[src/rtl/bcd_countdown_loader.sv]
// ---------------------------------------------------------------------------
// bcd_countdown_loader
//   Loads a two-digit BCD preset and counts it down to 00 at a prescaled rate.
//   It sits at the consumer end of the add/sub preset bus. Its expired pulse is
//   wired back as the clear request for the preset logic.
//
// Parameters:
//   TICK_DIV  clock cycles per count step (>= 2)
//
// Ports:
//   clk      in   system clock, rising edge
//   reset    in   synchronous active-high reset
//   preset   in   [7:4] tens, [3:0] units BCD preset
//   load     in   capture preset (ignored while running)
//   start    in   begin/resume counting (needs count != 00)
//   pause    in   level; freezes counting while running
//   count    out  current BCD value, same layout as preset
//   running  out  high while state is RUN
//   expired  out  one-cycle pulse when a run reaches 00
//   busy     out  high in RUN or PAUSE
// ---------------------------------------------------------------------------
module bcd_countdown_loader #(
    parameter int TICK_DIV = 4
) (
    input  logic       clk,
    input  logic       reset,
    input  logic [7:0] preset,
    input  logic       load,
    input  logic       start,
    input  logic       pause,
    output logic [7:0] count,
    output logic       running,
    output logic       expired,
    output logic       busy
);

    localparam int PW = (TICK_DIV > 2) ? $clog2(TICK_DIV) : 1;
    localparam logic [PW-1:0] TICK_MAX = PW'(TICK_DIV - 1);

    typedef enum logic [2:0] {
        S_IDLE, S_LOADED, S_RUN, S_PAUSE, S_DONE
    } state_t;

    state_t        r_state, w_nxt_state;
    logic [7:0]    r_count, w_nxt_count;
    logic [PW-1:0] r_psc, w_nxt_psc;
    logic          r_expired, w_nxt_expired;
    logic          r_running, r_busy;

    logic [7:0]    w_sanitised;
    logic [7:0]    w_dec;
    logic          w_tick;

    // Clamp each digit to 9 so the count never holds a non-BCD code.
    function automatic logic [3:0] clamp_digit(input logic [3:0] d);
        return (d > 4'd9) ? 4'd9 : d;
    endfunction

    // One BCD step down; saturates at 00.
    function automatic logic [7:0] bcd_dec(input logic [7:0] c);
        if (c == 8'h00)
            return 8'h00;
        else if (c[3:0] != 4'd0)
            return {c[7:4], c[3:0] - 4'd1};
        else
            return {c[7:4] - 4'd1, 4'd9};
    endfunction

    assign w_sanitised = {clamp_digit(preset[7:4]), clamp_digit(preset[3:0])};
    assign w_dec       = bcd_dec(r_count);
    assign w_tick      = (r_psc == TICK_MAX);

    always_comb begin
        w_nxt_state   = r_state;
        w_nxt_count   = r_count;
        w_nxt_psc     = r_psc;
        w_nxt_expired = 1'b0;

        case (r_state)
            S_IDLE, S_DONE: begin
                if (load) begin
                    w_nxt_state = S_LOADED;
                    w_nxt_count = w_sanitised;
                    w_nxt_psc   = '0;
                end
            end
            S_LOADED, S_PAUSE: begin
                // Load beats start; resuming from PAUSE keeps the prescaler phase.
                if (load) begin
                    w_nxt_state = S_LOADED;
                    w_nxt_count = w_sanitised;
                    w_nxt_psc   = '0;
                end else if (start && (r_count != 8'h00)) begin
                    w_nxt_state = S_RUN;
                    if (r_state == S_LOADED)
                        w_nxt_psc = '0;
                end
            end
            S_RUN: begin
                // The prescaler keeps counting on the edge that samples pause,
                // so a coinciding tick still decrements before pausing.
                if (w_tick) begin
                    w_nxt_psc   = '0;
                    w_nxt_count = w_dec;
                end else begin
                    w_nxt_psc = r_psc + 1'b1;
                end
                if (w_tick && (w_dec == 8'h00)) begin
                    w_nxt_state   = S_DONE;
                    w_nxt_expired = 1'b1;
                end else if (pause) begin
                    w_nxt_state = S_PAUSE;
                end
            end
            default: w_nxt_state = S_IDLE;
        endcase
    end

    always_ff @(posedge clk) begin
        if (reset) begin
            r_state   <= S_IDLE;
            r_count   <= 8'h00;
            r_psc     <= '0;
            r_expired <= 1'b0;
            r_running <= 1'b0;
            r_busy    <= 1'b0;
        end else begin
            r_state   <= w_nxt_state;
            r_count   <= w_nxt_count;
            r_psc     <= w_nxt_psc;
            r_expired <= w_nxt_expired;
            r_running <= (w_nxt_state == S_RUN);
            r_busy    <= (w_nxt_state == S_RUN) || (w_nxt_state == S_PAUSE);
        end
    end

    assign count   = r_count;
    assign running = r_running;
    assign expired = r_expired;
    assign busy    = r_busy;

endmodule

[config.mk]
export PLATFORM = sky130hd
export DESIGN_NAME = bcd_countdown_loader
export DESIGN_NICKNAME = d
export VERILOG_FILES = /design/src/rtl/bcd_countdown_loader.sv
export SDC_FILE = /design/constraint.sdc
export NUM_CORES = 1
export LEC_CHECK = 0
export ABC_AREA = 1
export ABC_CLOCK_PERIOD_IN_PS = 2100
export CORE_MARGIN = 4
export CORE_UTILIZATION = 52
export CTS_BUF_LIST = sky130_fd_sc_hd__clkbuf_4
export CTS_CLUSTER_SIZE = 16
export DETAILED_ROUTE_END_ITERATION = 10
export PLACE_DENSITY_LB_ADDON = 0.1
export SLEW_MARGIN = 15
export SYNTH_ARGS = -nofsm -noshare
export SYNTH_HDL_FRONTEND = slang
export SYNTH_SLANG_ARGS = --single-unit
[constraint.sdc]
create_clock -name clk -period 2.1 [get_ports clk]
set_input_delay 0.315 -clock clk [delete_from_list [all_inputs] [get_ports clk]]
set_output_delay 0.315 -clock clk [all_outputs]
set_load 0.02 [all_outputs]
==> impl_metrics.ini, run 1 <==
[job]
drv.max_cap_violation_count = 0

[logic_synthesis]
postSynth.topFlopCell = sky130_fd_sc_hd__dfxtp_1
ys_top_cells_by_area = sky130_fd_sc_hd__dfxtp_1 29%, sky130_fd_sc_hd__nand2_1 9.9%, sky130_fd_sc_hd__inv_1 6.2%
number_of_distinct_library_cells_after_synthesis = 32
synth.yosys.seq_area_share_pct = 29.2
synthTopCellsByCount = 29 x sky130_fd_sc_hd__nand2_1, 18 x sky130_fd_sc_hd__inv_1, 16 x sky130_fd_sc_hd__dfxtp_1
avg_inst_size_synth_sq_um = 7.23
synth_nets = 168
synth_area_sq_um = 1100
async_set_reset_flop_share_out_of_synthesis_pct = 0
syn-instance-count = 152
synth-edff-count = 0
synthesis.yosys.warnings = 0
post-synth-top-count-cell = sky130_fd_sc_hd__nand2_1
synth_top_area_share_pct = 29.2
ys_seq_elements = 16
synthDominantAreaCellType = sky130_fd_sc_hd__dfxtp_1

[place]
hpwl_mm = 2.01
detailed_place.area_sq_um = 1350
dp_cells = 200
port_buffers = 23
place_congestion = 0.818

[floorplanning]
die_height_um = 54.0
effective_utilization_at_floorplan_pct = 55.4
die_area_sq_um = 2910
floorplan.die.width_um = 54.0
io-pin-count = 24
floorplan.rows = 16
total_core_area_sq_um = 1980

[routing]
detail_route.drc_violations = 0
route.detailed.vias_per_inst = 5.10
antenna_violating_nets_post_route = 0
drt-pass1-iter-count = 4
wl_per_cell_um = 12.1
drt_iter0_drc = 15
postRouteWirelength_mm = 2.46
route.vias.total = 1040

[clock_network]
ctsLongestPathBuffers = 2
clock_tree.htree_level_count = 1
ctsResizeCount = 0
cts.clk_slew.worst_paths_ns = 0.09
cts_root_buf = sky130_fd_sc_hd__clkbuf_4
postCtsHoldBufs = 0
cts.repair_timing.setup_buffer_count = 0
worstSkewPairLatency_ns = 0.28
clkSinkCount = 16
tritoncts = yes
numCtsBuffers = 3

[sta]
setup_viol = 0
final_period_minus_worst_setup_slack_ns = 1.77
rsz0062_at_grt = no
setup-tns-final_ns = 0
worstMarginPinSlew_ns = 0.461
final.setup_skew_ns = 0.00343
maxSlewViolCount = 0
timing.final.hold_violations = 0
finalCritPeriodShare_pct = 84.1
max-slew-margin-rel_pct = 69.2
fmaxAchievable_mhz = 566

[cells_and_area]
finish.utilization_pct = 69.6
areaGrowthSynthToFinish_pct = 25.6
diodes = 0
layout.nets = 194
drive_gt1_share_pct = 18.6
design_area_sq_um = 1380
post_layout_nonfiller_instances = 204

[setup_path]
path_cells = clkdlybuf4s50_1
sort_of_element_at_the_start_of_the_critical_path = register
crit_family = buffers and inverters
critical_path.slowest_cell = sky130_fd_sc_hd__clkdlybuf4s50_1
worst_ep_arrival_time_ns = 1.45
worst_ep_required_time_ns = 1.78
path_class = register to primary output
max_stage_delay_ns = 0.67
crit_buf_inv = 1
endpoint_kind = primary output
cp_max_fo = 6

[grt]
track_usage_pct = 20.0
first_global_vias = 1042
first_pass_grt_wire_length_mm = 4.33
grt_start_max_net_pins = 14
grt_antenna_before_repair = 0
grt_overflow_total = 0

[power_and_ir_drop]
power.ir.vdd_worst_mv = 0.475
leakage_nw = 0.596
power.density_nw_per_um2 = 684

[run_status]
status = finished clean

[hold_path]
hp-class = register to register
state kept, by name, indices dropped and copies added (netlist names):
name / flops
r_state: 3
expired: 1
running: 1
r_psc: 2
busy: 1
count: 8
power by group:
part | switching (W) | internal [W] | total (W)
registers | 0.0000375 | 0.000329 | 0.000367
clock network | 0.0000942 | 0.0000689 | 0.000163
logic | 0.000245 | 0.000170 | 0.000415
total | 0.000376 | 0.000568 | 0.000944
cell usage in the layout (no fill, tap or decap), types with 5 or more instances in the layout:
master                            Yosys  routed
sky130_fd_sc_hd__nand2_2              5       5
sky130_fd_sc_hd__a21oi_1             10      10
sky130_fd_sc_hd__dfxtp_1             16      16
sky130_fd_sc_hd__o21ai_0             13      13
sky130_fd_sc_hd__clkdlybuf4s50_1      0      23
sky130_fd_sc_hd__inv_1               18      18
sky130_fd_sc_hd__nand2_1             29      29
sky130_fd_sc_hd__nor2_1              14      14
cell families (layout without fill, tap and decap cells):
logic type	Yosys count	count (layout)	share of synthesized area [%]
AOI/OAI and AO/OA	38	38	21.9
xor gates and xnor gates	1	1	0.797
adders and majority gates	3	3	3.42
buffers and inverters	24	49	9.00
DFF	16	16	29.2
and+or+nand+nor	70	70	35.8
worst paths after layout:
check                           cells after the start         end  slack (ns)       start
worst max-delay path                                1    count[6]        0.33    count[6]
worst min-delay path                                2  r_state[2]        0.47  r_state[2]
worst max register to register                     13  r_state[1]        0.34    count[4]
worst min register to register                      2  r_state[2]        0.47  r_state[2]
stage by stage:
step | setup WS, ns | total power (W) | hold WS [ns]
global route | 0.123 | 0.00101 | 0.501
finish | 0.333 | 0.000944 | 0.470
global placement | 0.323 | 0.000777 | 0.452
detailed placement | 0.215 | 0.000790 | 0.461
floorplan | 0.464 | 0.000668 | 0.442
CTS | 0.313 | 0.000956 | 0.474
metal layers:
metal / part of all wire (%) / routed length (um) / global-route usage, %
met5: 0 / 0 / 0
met2: 55 / 1350 / 37.3
met3: 1.8 / 45 / 1.66
met4: 0.57 / 14 / 6.38
met1: 43 / 1050 / 23.6
layout make-up:
class,instances,area (sq um)
Clock inverter,1,3.75
Clock buffer,3,22.5
Sequential cell,16,320
Timing Repair Buffer,23,230
Inverter,22,90.1
Multi-Input combinational cell,112,679
Fill cell,173,602
Tap cell,27,33.8
No activity file was read; power rests on OpenSTA's default activity.
==> run 2, diff against run 1 <==
Settings changed: ABC_CLOCK_PERIOD_IN_PS 2100 to 1600, CORE_UTILIZATION 52 to 47.
Clock period 2.1 ns to 1.6 ns, I/O delays scaled along.
==> impl_metrics.ini, run 2 (synthesis gave the netlist of run 1 again) <==
[run_status]
status = finished clean

[place]
detailedPlace.worstSlack_ns = -0.0965
detailed_place.area_sq_um = 1440
hpwl_mm = 2.13
port_buffers = 23
place_congestion = 0.916

[job]
drv.max_cap_violation_count = 0

[sta]
fmaxAchievable_mhz = 637
worstMarginPinSlew_ns = 0.463
max-slew-margin-rel_pct = 69.1
final_period_minus_worst_setup_slack_ns = 1.57
timing.final.hold_violations = 0
final_critical_path_setup_slack_ns = 0.0300
maxSlewViolCount = 0
finalCritPeriodShare_pct = 98.1
rsz0062_at_grt = yes
setup_viol = 0
final.setup_skew_ns = 0.00182

[clock_network]
cts_root_buf = sky130_fd_sc_hd__clkbuf_4
clock_tree.htree_level_count = 1
worstSkewPairLatency_ns = 0.29
clkSinkCount = 16
tritoncts = yes
ctsLongestPathBuffers = 2
numCtsBuffers = 3
postCtsHoldBufs = 0
cts.clk_slew.worst_paths_ns = 0.09

[cells_and_area]
layout.cells.most_common_list = 26 x sky130_fd_sc_hd__nand2_1, 16 x sky130_fd_sc_hd__buf_4, 15 x sky130_fd_sc_hd__clkdlybuf4s50_1
layout.nets = 210
drive_gt1_share_pct = 35.8
areaGrowthSynthToFinish_pct = 44.1
final_common_cell = sky130_fd_sc_hd__nand2_1
diodes = 0
design_area_sq_um = 1580
largest_reg_flops = 8
finish.utilization_pct = 71.5

[grt]
first_global_vias = 1125
track_usage_pct = 18.3
grt_start_max_net_pins = 14
grt_antenna_before_repair = 0
grt_overflow_total = 0
first_pass_grt_wire_length_mm = 4.67

[power_and_ir_drop]
post-layout-total-power_w = 0.00140
power.ir.vdd_worst_mv = 0.660
power.density_nw_per_um2 = 885
leakage_nw = 0.750

[setup_path]
path_class = register to register
regToRegEndpoint = count[6]
worst_ep_arrival_time_ns = 1.80
worst_path_most_repeated_cell = sky130_fd_sc_hd__buf_4
sort_of_element_at_the_start_of_the_critical_path = register
critPathLaunch = count[4]
worst_setup_path_endpoint = count[6]
max_stage_delay_ns = 0.33
worst_ep_required_time_ns = 1.83
crit-reg2reg-launch = count[4]
worst_r2r_path_depth = 10
regToRegSetupSlack_ns = 0.03
endpoint_kind = register
path_cells = inv_2 -> buf_4 -> ha_2 -> xor2_1 -> nand2_2 -> a21oi_4 -> buf_4 -> buf_4 -> nand2_1 -> a21oi_2
critical_path.slowest_cell = sky130_fd_sc_hd__dfxtp_2
cp_max_fo = 2

[routing]
drt-pass1-iter-count = 4
antenna_violating_nets_post_route = 0
postRouteWirelength_mm = 2.72
route.vias.total = 1187
wl_per_cell_um = 12.3
detail_route.drc_violations = 0
drt_iter0_drc = 35
route.detailed.vias_per_inst = 5.37

[floorplanning]
effective_utilization_at_floorplan_pct = 49.7
die_area_sq_um = 3170
io-pin-count = 24
die_height_um = 56.3
floorplan.rows = 17
total_core_area_sq_um = 2210
floorplan.die.width_um = 56.3

[hold_path]
min-delay-start = r_state[2]
hp-class = register to register
## run 2: how the worst min path moves through the flow
stage / endpoint / slack [ns] / cells past startpoint
after global placement: r_state[2] / 0.45 / 2
after CTS: r_state[2] / 0.47 / 2
after floorplan: r_state[0] / 0.40 / 2
after detailed placement: r_state[2] / 0.45 / 2
after global routing: r_state[2] / 0.49 / 2
final: r_state[2] / 0.47 / 2
## run 2: final cells by class
type | instances | area, sq um
fill | 197 | 629
timing repair buffer | 39 | 355
clock buffer | 3 | 22.5
inverter | 22 | 92.6
sequential | 16 | 332
tap | 28 | 35.0
multi-input combinational | 112 | 742
clock inverter | 1 | 3.75
## run 2: timing repair
action / CTS / global route
buffers inserted: 1 / 4
pin swaps: 10 / 19
setup endpoints to repair: 7 / 13
resized for setup: 11 / 23
## run 2: per-stage QoR
| step | std cells | hold WS [ns] | TNS, ns |
|---|---|---|---|
| after floorplan | 152 | 0.395 | 0 |
| after global placement | 212 | 0.451 | -0.0854 |
| after detailed placement | 212 | 0.454 | -0.305 |
| after CTS | 217 | 0.469 | -0.0314 |
| after global routing | 221 | 0.492 | -0.373 |
| final | 221 | 0.466 | 0 |
## run 2: critical path: cells and delay by family (launching register included)
kind / cells / cell delay (ns)
adders and majority gates: 1 / 0.16
AOI/OAI and AO/OA: 2 / 0.30
and+or+nand+nor: 2 / 0.13
DFF: 1 / 0.33
buffers and inverters: 4 / 0.40
xor gates and xnor gates: 1 / 0.17
## run 2: layer usage
metal  track usage, %  vias up  routed length, um  share of wire, %
li1                 -      583                  -                 -
met1             21.0      568               1190                44
met2             33.6       27               1390                51
met3             3.22        9                 84               3.1
met4             6.44        0                 53               1.9
met5                0        -                  0                 0
## run 2: where the power goes
part	total [W]	switching, W	internal, W
registers	0.000481	0.0000445	0.000437
clock network	0.000216	0.000126	0.0000908
logic	0.000704	0.000387	0.000317
total	0.00140	0.000557	0.000844
